===== src/rtl/matrix_reader.sv =====
// Reads one matrix slot from the shared BRAM: a 3-word header fetch, a validity check,
// then a row-major element stream through a 2-entry skid buffer with valid/ready backpressure.
module matrix_reader #(
  parameter int BLOCK_SIZE = 1152,
  parameter int DATA_WIDTH = 32,
  parameter int ADDR_WIDTH = 14
) (
  input  logic                  clk,
  input  logic                  rst_n,
  input  logic                  read_request,
  output logic                  read_ready,
  input  logic [2:0]            matrix_id,
  output logic                  bram_rd_en,
  output logic [ADDR_WIDTH-1:0] bram_rd_addr,
  input  logic [DATA_WIDTH-1:0] bram_dout,
  output logic                  meta_valid,
  output logic [7:0]            rows,
  output logic [7:0]            cols,
  output logic [0:7][7:0]       matrix_name,
  output logic [DATA_WIDTH-1:0] data_out,
  output logic                  data_valid,
  input  logic                  data_ready,
  output logic                  data_last,
  output logic                  read_done,
  output logic                  read_error
);

  typedef enum logic [2:0] {S_IDLE, S_HDR, S_CHECK, S_STREAM, S_DONE, S_ERR} state_t;

  state_t                state_q, state_d;
  logic [ADDR_WIDTH-1:0] base_q, base_d, last_addr_q, last_addr_d;
  logic [1:0]            hdr_cnt_q, hdr_cnt_d, cnt_q, cnt_d;
  logic [7:0]            rows_q, rows_d, cols_q, cols_d;
  logic [0:7][7:0]       name_q, name_d;
  logic                  meta_valid_q, meta_valid_d, ret_q, ret_d;
  logic [15:0]           k_q, k_d, head_q, head_d;
  logic [DATA_WIDTH-1:0] buf0_q, buf0_d, buf1_q, buf1_d;

  logic [15:0] total;
  logic [2:0]  occ;
  logic        hdr_ok, pop, stream_on, stream_iss, last_pop;

  assign total      = {8'd0, rows_q} * {8'd0, cols_q};
  assign hdr_ok     = (rows_q != 8'd0) && (cols_q != 8'd0) && (total <= 16'(BLOCK_SIZE - 3));
  assign pop        = (cnt_q != 2'd0) && data_ready;
  assign last_pop   = pop && (head_q == total - 16'd1);
  // Buffer fill after this edge; a new read is allowed only if its word will have a free slot.
  assign occ        = {1'b0, cnt_q} + {2'b0, ret_q} - {2'b0, pop};
  // The first element read goes out during CHECK so the stream starts without a bubble.
  assign stream_on  = (state_q == S_STREAM) || (state_q == S_CHECK && meta_valid_q);
  assign stream_iss = stream_on && (k_q < total) && (occ < 3'd2);

  always_ff @(posedge clk or negedge rst_n) begin
    if (!rst_n) state_q <= S_IDLE;
    else        state_q <= state_d;
  end

  always_comb begin
    state_d = state_q;
    case (state_q)
      S_IDLE:   if (read_request) state_d = S_HDR;
      S_HDR:    if (hdr_cnt_q == 2'd3) state_d = S_CHECK;
      S_CHECK:  state_d = meta_valid_q ? S_STREAM : S_ERR;
      S_STREAM: if (last_pop) state_d = S_DONE;
      S_DONE:   state_d = S_IDLE;
      S_ERR:    state_d = S_IDLE;
      default:  state_d = S_IDLE;
    endcase
  end

  always_comb begin
    read_ready   = (state_q == S_IDLE);
    read_done    = (state_q == S_DONE);
    read_error   = (state_q == S_ERR);
    data_valid   = (cnt_q != 2'd0);
    data_last    = data_valid && (head_q == total - 16'd1);
    bram_rd_en   = 1'b0;
    bram_rd_addr = last_addr_q;
    if (state_q == S_HDR && hdr_cnt_q != 2'd3) begin
      bram_rd_en   = 1'b1;
      bram_rd_addr = base_q + ADDR_WIDTH'(hdr_cnt_q);
    end else if (stream_iss) begin
      bram_rd_en   = 1'b1;
      bram_rd_addr = base_q + ADDR_WIDTH'(3) + ADDR_WIDTH'(k_q);
    end
  end

  always_comb begin
    base_d       = base_q;
    last_addr_d  = bram_rd_en ? bram_rd_addr : last_addr_q;
    hdr_cnt_d    = hdr_cnt_q;
    rows_d       = rows_q;
    cols_d       = cols_q;
    name_d       = name_q;
    meta_valid_d = meta_valid_q;
    ret_d        = stream_iss;
    k_d          = stream_iss ? k_q + 16'd1 : k_q;
    head_d       = pop ? head_q + 16'd1 : head_q;
    buf0_d       = buf0_q;
    buf1_d       = buf1_q;
    cnt_d        = cnt_q;
    case ({ret_q, pop})
      2'b10: begin
        if (cnt_q == 2'd0) buf0_d = bram_dout;
        else               buf1_d = bram_dout;
        cnt_d = cnt_q + 2'd1;
      end
      2'b01: begin
        buf0_d = buf1_q;
        cnt_d  = cnt_q - 2'd1;
      end
      2'b11: begin
        if (cnt_q == 2'd1) buf0_d = bram_dout;
        else begin
          buf0_d = buf1_q;
          buf1_d = bram_dout;
        end
      end
      default: ;
    endcase
    if (state_q == S_IDLE && read_request) begin
      base_d       = ADDR_WIDTH'(matrix_id) * ADDR_WIDTH'(BLOCK_SIZE);
      hdr_cnt_d    = 2'd0;
      meta_valid_d = 1'b0;
      k_d          = 16'd0;
      head_d       = 16'd0;
      cnt_d        = 2'd0;
    end
    // Header words land one cycle after their address, i.e. at hdr_cnt 1..3.
    if (state_q == S_HDR) begin
      hdr_cnt_d = hdr_cnt_q + 2'd1;
      case (hdr_cnt_q)
        2'd1: begin
          rows_d = bram_dout[7:0];
          cols_d = bram_dout[15:8];
        end
        2'd2: for (int i = 0; i < 4; i++) name_d[i] = bram_dout[8*i +: 8];
        2'd3: begin
          for (int i = 0; i < 4; i++) name_d[i+4] = bram_dout[8*i +: 8];
          meta_valid_d = hdr_ok;
        end
        default: ;
      endcase
    end
  end

  always_ff @(posedge clk or negedge rst_n) begin
    if (!rst_n) begin
      base_q       <= '0;
      last_addr_q  <= '0;
      hdr_cnt_q    <= '0;
      rows_q       <= '0;
      cols_q       <= '0;
      name_q       <= '0;
      meta_valid_q <= 1'b0;
      ret_q        <= 1'b0;
      k_q          <= '0;
      head_q       <= '0;
      buf0_q       <= '0;
      buf1_q       <= '0;
      cnt_q        <= '0;
    end else begin
      base_q       <= base_d;
      last_addr_q  <= last_addr_d;
      hdr_cnt_q    <= hdr_cnt_d;
      rows_q       <= rows_d;
      cols_q       <= cols_d;
      name_q       <= name_d;
      meta_valid_q <= meta_valid_d;
      ret_q        <= ret_d;
      k_q          <= k_d;
      head_q       <= head_d;
      buf0_q       <= buf0_d;
      buf1_q       <= buf1_d;
      cnt_q        <= cnt_d;
    end
  end

  assign meta_valid  = meta_valid_q;
  assign rows        = rows_q;
  assign cols        = cols_q;
  assign matrix_name = name_q;
  assign data_out    = buf0_q;

endmodule

===== config.mk =====
export PLATFORM = sky130hd
export DESIGN_NAME = matrix_reader
export DESIGN_NICKNAME = d
export VERILOG_FILES = /design/src/rtl/matrix_reader.sv
export SDC_FILE = /design/constraint.sdc
export NUM_CORES = 1
export LEC_CHECK = 0
export ABC_AREA = 1
export CELL_PAD_IN_SITES_DETAIL_PLACEMENT = 1
export CELL_PAD_IN_SITES_GLOBAL_PLACEMENT = 1
export CORE_UTILIZATION = 37
export CTS_CLUSTER_DIAMETER = 150
export DETAILED_ROUTE_END_ITERATION = 12
export PLACE_DENSITY = 0.82
export SYNTH_ARGS = -nofsm -noshare
export SYNTH_HDL_FRONTEND = slang
export SYNTH_SLANG_ARGS = --single-unit

===== constraint.sdc =====
create_clock -name clk -period 5.9 [get_ports clk]
set_input_delay 0.885 -clock clk [delete_from_list [all_inputs] [get_ports clk]]
set_output_delay 0.885 -clock clk [all_outputs]
set_load 0.005 [all_outputs]

==> results.tsv, run 1 <==
stage	metric	value	unit
global_route	overflow	0	
cells_and_area	final_cell_count_no_fill	2341	
worst_setup_path	critical_path.endpoint_type	output pin	
run_status	violations	setup timing	
clock_network	clkTransAtPathRegs	0.06	ns
detailed_routing	m1WireLength	17.9	mm
synthesis	ys_seq_area_frac	0.404	
global_route	grt_max_degree	109	
timing	hold_viol	0	
detailed_routing	wl_per_cell	19.6	um
synthesis	synth_cells	1566	
clock_network	tritoncts	done	
floorplan	coreArea	0.0329	sq mm
worst_setup_path	ff2ff_path_depth	32	
detailed_routing	dr.pass1.iters	5	
synthesis	synth_fp_nets	1710	
worst_setup_path	crit_fanout	7	
cells_and_area	final_common_cell	nand2_1	
detailed_routing	via_per_inst	5.17	
global_route	grt_usage	0.262	
floorplan	dieHeight	186	um
global_route	grt_first_pass_wirelength	71.2	mm
detailed_routing	ant_nets	0	
synthesis	synth_area	0.0125	sq mm
clock_network	clock_latency	0.55	ns
cells_and_area	fillers	3920	
timing	setup_violations	16	
worst_setup_path	cpMostUsedCell	nand2_1	
synthesis	yosysWarnings	0	
worst_setup_path	timing.critical_path.depth	33	
detailed_routing	top_layer_used	met4	
detailed_routing	drc_errors	0	
placed_design	post-place-ws	-0.871	ns
clock_network	root_buffer	clkbuf_16	
worst_setup_path	slowest_delay	0.60	ns
floorplan	num_rows	66	
timing	rsz0062_at_grt	yes	
global_route	antenna_found_initial	0	
clock_network	cts_buffer_depth	3	
worst_setup_path	cp.arrival	6.01	ns
cells_and_area	multi_input_area	0.00683	sq mm
floorplan	initial_core_util	0.380	
run	cap_violations	0	
worst_setup_path	crit_family	adder cells	
worst_setup_path	critPathLaunchType	flop	
placed_design	io_buffer_count	171	
timing	finalCriticalPeriod	6.90	ns
placed_design	hpwlAfterDp	29.9	mm
synthesis	ys_ff_latch	202	
cells_and_area	final_net_count	2027	
synthesis	syn_area_per_cell	7.98	sq um
detailed_routing	routed_wl	45.8	mm
global_route	grt_pass1_vias	13500	
clock_network	clock-sinks	202	
placed_design	place_congestion	0.879	
clock_network	h-tree-depth	1	
floorplan	die_w	186	um
detailed_routing	route.met3.wl	3.10	mm
cells_and_area	utilization	0.528	
detailed_routing	routed-wl-met2	23.7	mm
run_status	outcome	complete, but fails checks	
clock_network	cts_hold_buf	0	
cells_and_area	n_antenna_cell	0	
floorplan	pin_count	172	
cells_and_area	area_growth	38.9	%
worst_setup_path	worst-setup-path-type	flop to output pin	
synthesis	synth.distinct_cells	46	
timing	finalCritPeriodShare	1.17	
synthesis	yosys-top-cells-area	dfrtp_1 40%, nand2_1 12%, inv_1 8.3%	
floorplan	die-area	0.0345	sq mm
worst_setup_path	slowest_stage	fa_1	
detailed_routing	vias	12100	
timing	drv_slew	0	
timing	slew-limit-headroom	0.161	
synthesis	synth_top_area_cell	dfrtp_1	
synthesis	synth_top_area_frac	0.404	
clock_network	cts_buffers	24	
timing	skew	0.0332	ns
cells_and_area	seq_area	0.00507	sq mm
worst_setup_path	worstPathBufferInverterCount	11	
cells_and_area	final_cell_mix	341 x nand2_1, 259 x inv_1, 193 x dfrtp_1	
hold_path	hold_path_class	input port to async pin	
timing	fmax	145	MHz
detailed_routing	dr.first_iter.drc_count	608	
placed_design	dp.cells	2248	
worst_setup_path	worstPathRequired	5.02	ns
timing	setup_ws	-0.995	ns
cells_and_area	drive_gt1_frac	0.225	
timing	worstMarginPinSlew	1.25	ns
synth_stat cells, drive strengths merged:
library cell and number:
xor2 25, a31oi 1, nor2 71, clkbuf 49, or2 1, a22o 1, nand3b 3, buf 7
o21bai 2, nand4 14, dfrtp 202, fa 37, nor3 20, o211ai 1, ha 68, o2111ai 1
a211oi 1, a21boi 1, nand3 84, nand2 409, xnor2 7, a311oi 1, mux2 32, nor4 9
o22ai 34, a21oi 36, and3 1, nor3b 1, inv 278, o21ai 159, nand2b 1, o31ai 9
worst register-to-register path, delay by kind of cell, from the launching register on:
family          cells  cell delay, ns
buf+inv            10            1.19
simple gates       13            1.09
fa+ha+maj           6            2.36
compound gates      3            0.44
flops               1            0.43
state kept, by name, summed over array words and instances, names as in the netlist, 8 cells and up:
register and cells:
head_q 16, cols 8, data_out 32, buf1_q 32
last_addr_q 14, rows 8, k_q 16, matrix_name 64
repair_timing:
action	CTS	global route
cloned	1	0
pin swaps	50	56
setup buffers	36	14
resized for setup	193	68
setup endpoints to repair	16	16
stage by stage:
| stage | setup TNS [ns] | area [sq um] | hold WS (ns) |
|---|---|---|---|
| floorplan | 0 | 12600 | 0.437 |
| detailed placement | -12.40 | 15600 | 0.473 |
| finish | -14.24 | 17400 | 0.430 |
| CTS | -10.75 | 17000 | 0.485 |
| global route | -18.25 | 17400 | 0.506 |
| global placement | -9.69 | 15600 | 0.451 |
layout make-up:
class | count | area share
Multi-Input combinational cell | 1031 | 0.394
Clock inverter | 5 | 0.00389
Timing Repair Buffer | 346 | 0.177
Inverter | 278 | 0.0609
Tap cell | 442 | 0.0319
Sequential cell | 202 | 0.292
Clock buffer | 37 | 0.0409
final timing paths:
path / from / endpoint / slack (ns)
max in group asynchronous: rst_n / rows[2]$_DFFE_PN0P_ / 4.17
max reg2reg: cols[7]$_DFFE_PN0P_ / k_q[9]$_DFFE_PN0P_ / 0.26
max: cols[7]$_DFFE_PN0P_ / bram_rd_addr[0] / -1.0
min: rst_n / matrix_name[34]$_DFFE_PN0P_ / 0.43
min reg2reg: buf1_q[23]$_DFFE_PN0P_ / buf1_q[23]$_DFFE_PN0P_ / 0.49
min in group clk: buf1_q[23]$_DFFE_PN0P_ / buf1_q[23]$_DFFE_PN0P_ / 0.49
metal layers:
layer | vias to the layer above | GRT usage
li1 | 5596 | -
met3 | 89 | 0.0663
met1 | 6099 | 0.303
met4 | 0 | 0.0675
met2 | 313 | 0.478
met5 | - | 0
cells by family (layout without fill, tap and decap cells):
group,Yosys count,in the layout,share of synthesized area
DFF,202,202,0.404
buffers and inverters,334,666,0.102
muxes,32,32,0.0288
AOI/OAI and AO/OA,247,247,0.106
xor gates and xnor gates,32,32,0.0236
adders and majority gates,105,105,0.127
and+or+nand+nor,614,615,0.208
Power of run 1 is left out: the tool's default activity adds up to more than one toggle a clock period on the data nets, which glitch-free logic cannot reach.
==> run 2: changes to the inputs <==
--- a/config.mk
+++ b/config.mk
@@ -11,7 +11,9 @@
 export CORE_UTILIZATION = 37
 export CTS_CLUSTER_DIAMETER = 150
 export DETAILED_ROUTE_END_ITERATION = 12
+export GPL_TIMING_DRIVEN = 0
 export PLACE_DENSITY = 0.82
+export SETUP_SLACK_MARGIN = 0.3
 export SYNTH_ARGS = -nofsm -noshare
 export SYNTH_HDL_FRONTEND = slang
 export SYNTH_SLANG_ARGS = --single-unit
==> run 2 against run 1 <==
Compared with the run above: the flow still finishes with violations (setup timing); fmax rose by 0.60%; register-to-register slack gained 0.14 ns; die area did not move; sequential share of layout area is 0.46 points higher; non-clock buffer count down 47; first-iteration DRC count is 12% lower; flip-flop and latch count stayed put; worst hold slack got worse by 0.23 ns; critical path type unchanged.
==> results.tsv, run 2 (synthesis gave the netlist of run 1 again) <==
stage	metric	value	unit
detailed_routing	via_per_inst	5.27	
floorplan	die_w	186	um
floorplan	initial_core_util	0.380	
timing	hold_viol	0	
timing	setup_violations	16	
global_route	overflow	0	
detailed_routing	ant_nets	0	
floorplan	pin_count	172	
timing	finalCriticalPeriod	6.85	ns
run_status	outcome	complete, but fails checks	
worst_setup_path	worstPathBufferInverterCount	10	
detailed_routing	dr.pass1.iters	5	
placed_design	postPlaceCellArea	0.0151	sq mm
detailed_routing	drc_errors	0	
clock_network	clkTransAtPathRegs	0.07	ns
placed_design	place_congestion	0.873	
cells_and_area	area_growth	36.4	%
clock_network	cts_buffers	22	
timing	fmax	146	MHz
global_route	grt_pass1_vias	13300	
cells_and_area	drive_gt1_frac	0.179	
worst_setup_path	slowest_delay	0.56	ns
timing	drv_slew	0	
clock_network	h-tree-depth	1	
detailed_routing	wl_per_cell	19.5	um
worst_setup_path	critical_path.endpoint_type	output pin	
clock_network	tritoncts	done	
cells_and_area	largest_reg_flops	64	
worst_setup_path	critPathLaunchType	flop	
floorplan	num_rows	66	
run	cap_violations	0	
run_status	violations	setup timing	
global_route	grt_usage	0.262	
worst_setup_path	cp.arrival	5.97	ns
global_route	grt_first_pass_wirelength	71.1	mm
clock_network	clock-sinks	202	
global_route	antenna_found_initial	0	
detailed_routing	routed_wl	44.6	mm
floorplan	coreArea	0.0329	sq mm
timing	worstMarginPinSlew	0.860	ns
timing	skew	0.0134	ns
cells_and_area	final_area	0.0170	sq mm
worst_setup_path	slowest_stage	fa_1	
clock_network	cts_buffer_depth	3	
worst_setup_path	worstPathRequired	5.02	ns
cells_and_area	final_net_count	1977	
detailed_routing	vias	12100	
cells_and_area	fillers	3939	
cells_and_area	n_antenna_cell	0	
clock_network	clock_latency	0.52	ns
hold_path	hold_path_class	input port to async pin	
floorplan	dieHeight	186	um
timing	finalCritPeriodShare	1.16	
placed_design	hpwlAfterDp	30.4	mm
cells_and_area	final_common_cell	nand2_1	
timing	setup_ws	-0.954	ns
global_route	grt_max_degree	107	
worst_setup_path	crit_family	adder cells	
placed_design	io_buffer_count	171	
detailed_routing	dr.first_iter.drc_count	534	
floorplan	die-area	0.0345	sq mm
worst_setup_path	worst-setup-path-type	flop to output pin	
clock_network	cts_hold_buf	0	
worst_setup_path	crit_fanout	6	
cells_and_area	final_cell_mix	344 x nand2_1, 260 x inv_1, 202 x dfrtp_1	
clock_network	root_buffer	clkbuf_16	
timing	slew-limit-headroom	0.424	
timing	rsz0062_at_grt	yes	
==> run 2: changes by cell type in the layout (fill, tap and decap cells not counted), moves of 7 or more <==
cell and change:
nand2_2 -11, clkbuf_1 +31, dfrtp_2 -9, nand2_4 +7, buf_4 -104, dfrtp_1 +9
==> run 2: routing by layer <==
metal	up-vias	track usage	routed length [um]
met5	-	0	0
met4	0	0.0702	1140
met3	91	0.0601	2940
met2	326	0.466	22600
met1	6127	0.315	17900
li1	5514	-	-
==> run 2: layout make-up <==
class	count	area (sq um)	share of cell area
Sequential cell	202	5050	0.297
Tap cell	442	553	0.0324
Multi-Input combinational cell	1030	6860	0.402
Inverter	278	1070	0.0625
Buffer	56	407	0.0239
Timing Repair Buffer	243	2330	0.137
Clock inverter	8	149	0.00873
Clock buffer	29	628	0.0368
==> run 2: repair_timing <==
action	4_1_cts	5_1_grt
pin swaps	44	26
gates cloned	2	0
endpoints found under the setup margin	33	40
buffers inserted	55	13
gates resized for setup	171	77
==> run 2: path summary, 6_finish.rpt <==
check                                            start                     endpoint  slack [ns]  depth (start not counted)
max                                cols[7]$_DFFE_PN0P_              bram_rd_addr[9]       -0.95                         32
min                                              rst_n   last_addr_q[5]$_DFFE_PN0P_        0.20                          1
max reg2reg                        cols[7]$_DFFE_PN0P_  last_addr_q[13]$_DFFE_PN0P_        0.40                         32
min reg2reg                matrix_name[59]$_DFFE_PN0P_  matrix_name[59]$_DFFE_PN0P_        0.49                          2
max in group asynchronous                        rst_n       buf1_q[10]$_DFFE_PN0P_        4.48                          3
min in group clk           matrix_name[59]$_DFFE_PN0P_  matrix_name[59]$_DFFE_PN0P_        0.49                          2
==> run 2: stage by stage <==
stage	util	hold slack (ns)	setup TNS [ns]	instances	worst slack, ns
3_5_place_dp	0.460	0.472	-14.02	2181	-0.999
4_1_cts	0.508	0.197	-11.68	2275	-0.783
2_1_floorplan	-	0.439	0	1566	0.209
6_report	0.519	0.203	-14.22	2288	-0.954
3_3_place_gp	0.458	0.449	-982.99	2179	-4.83
5_1_grt	0.519	0.211	-17.62	2288	-1.15
Power of run 2 is left out for the same reason.
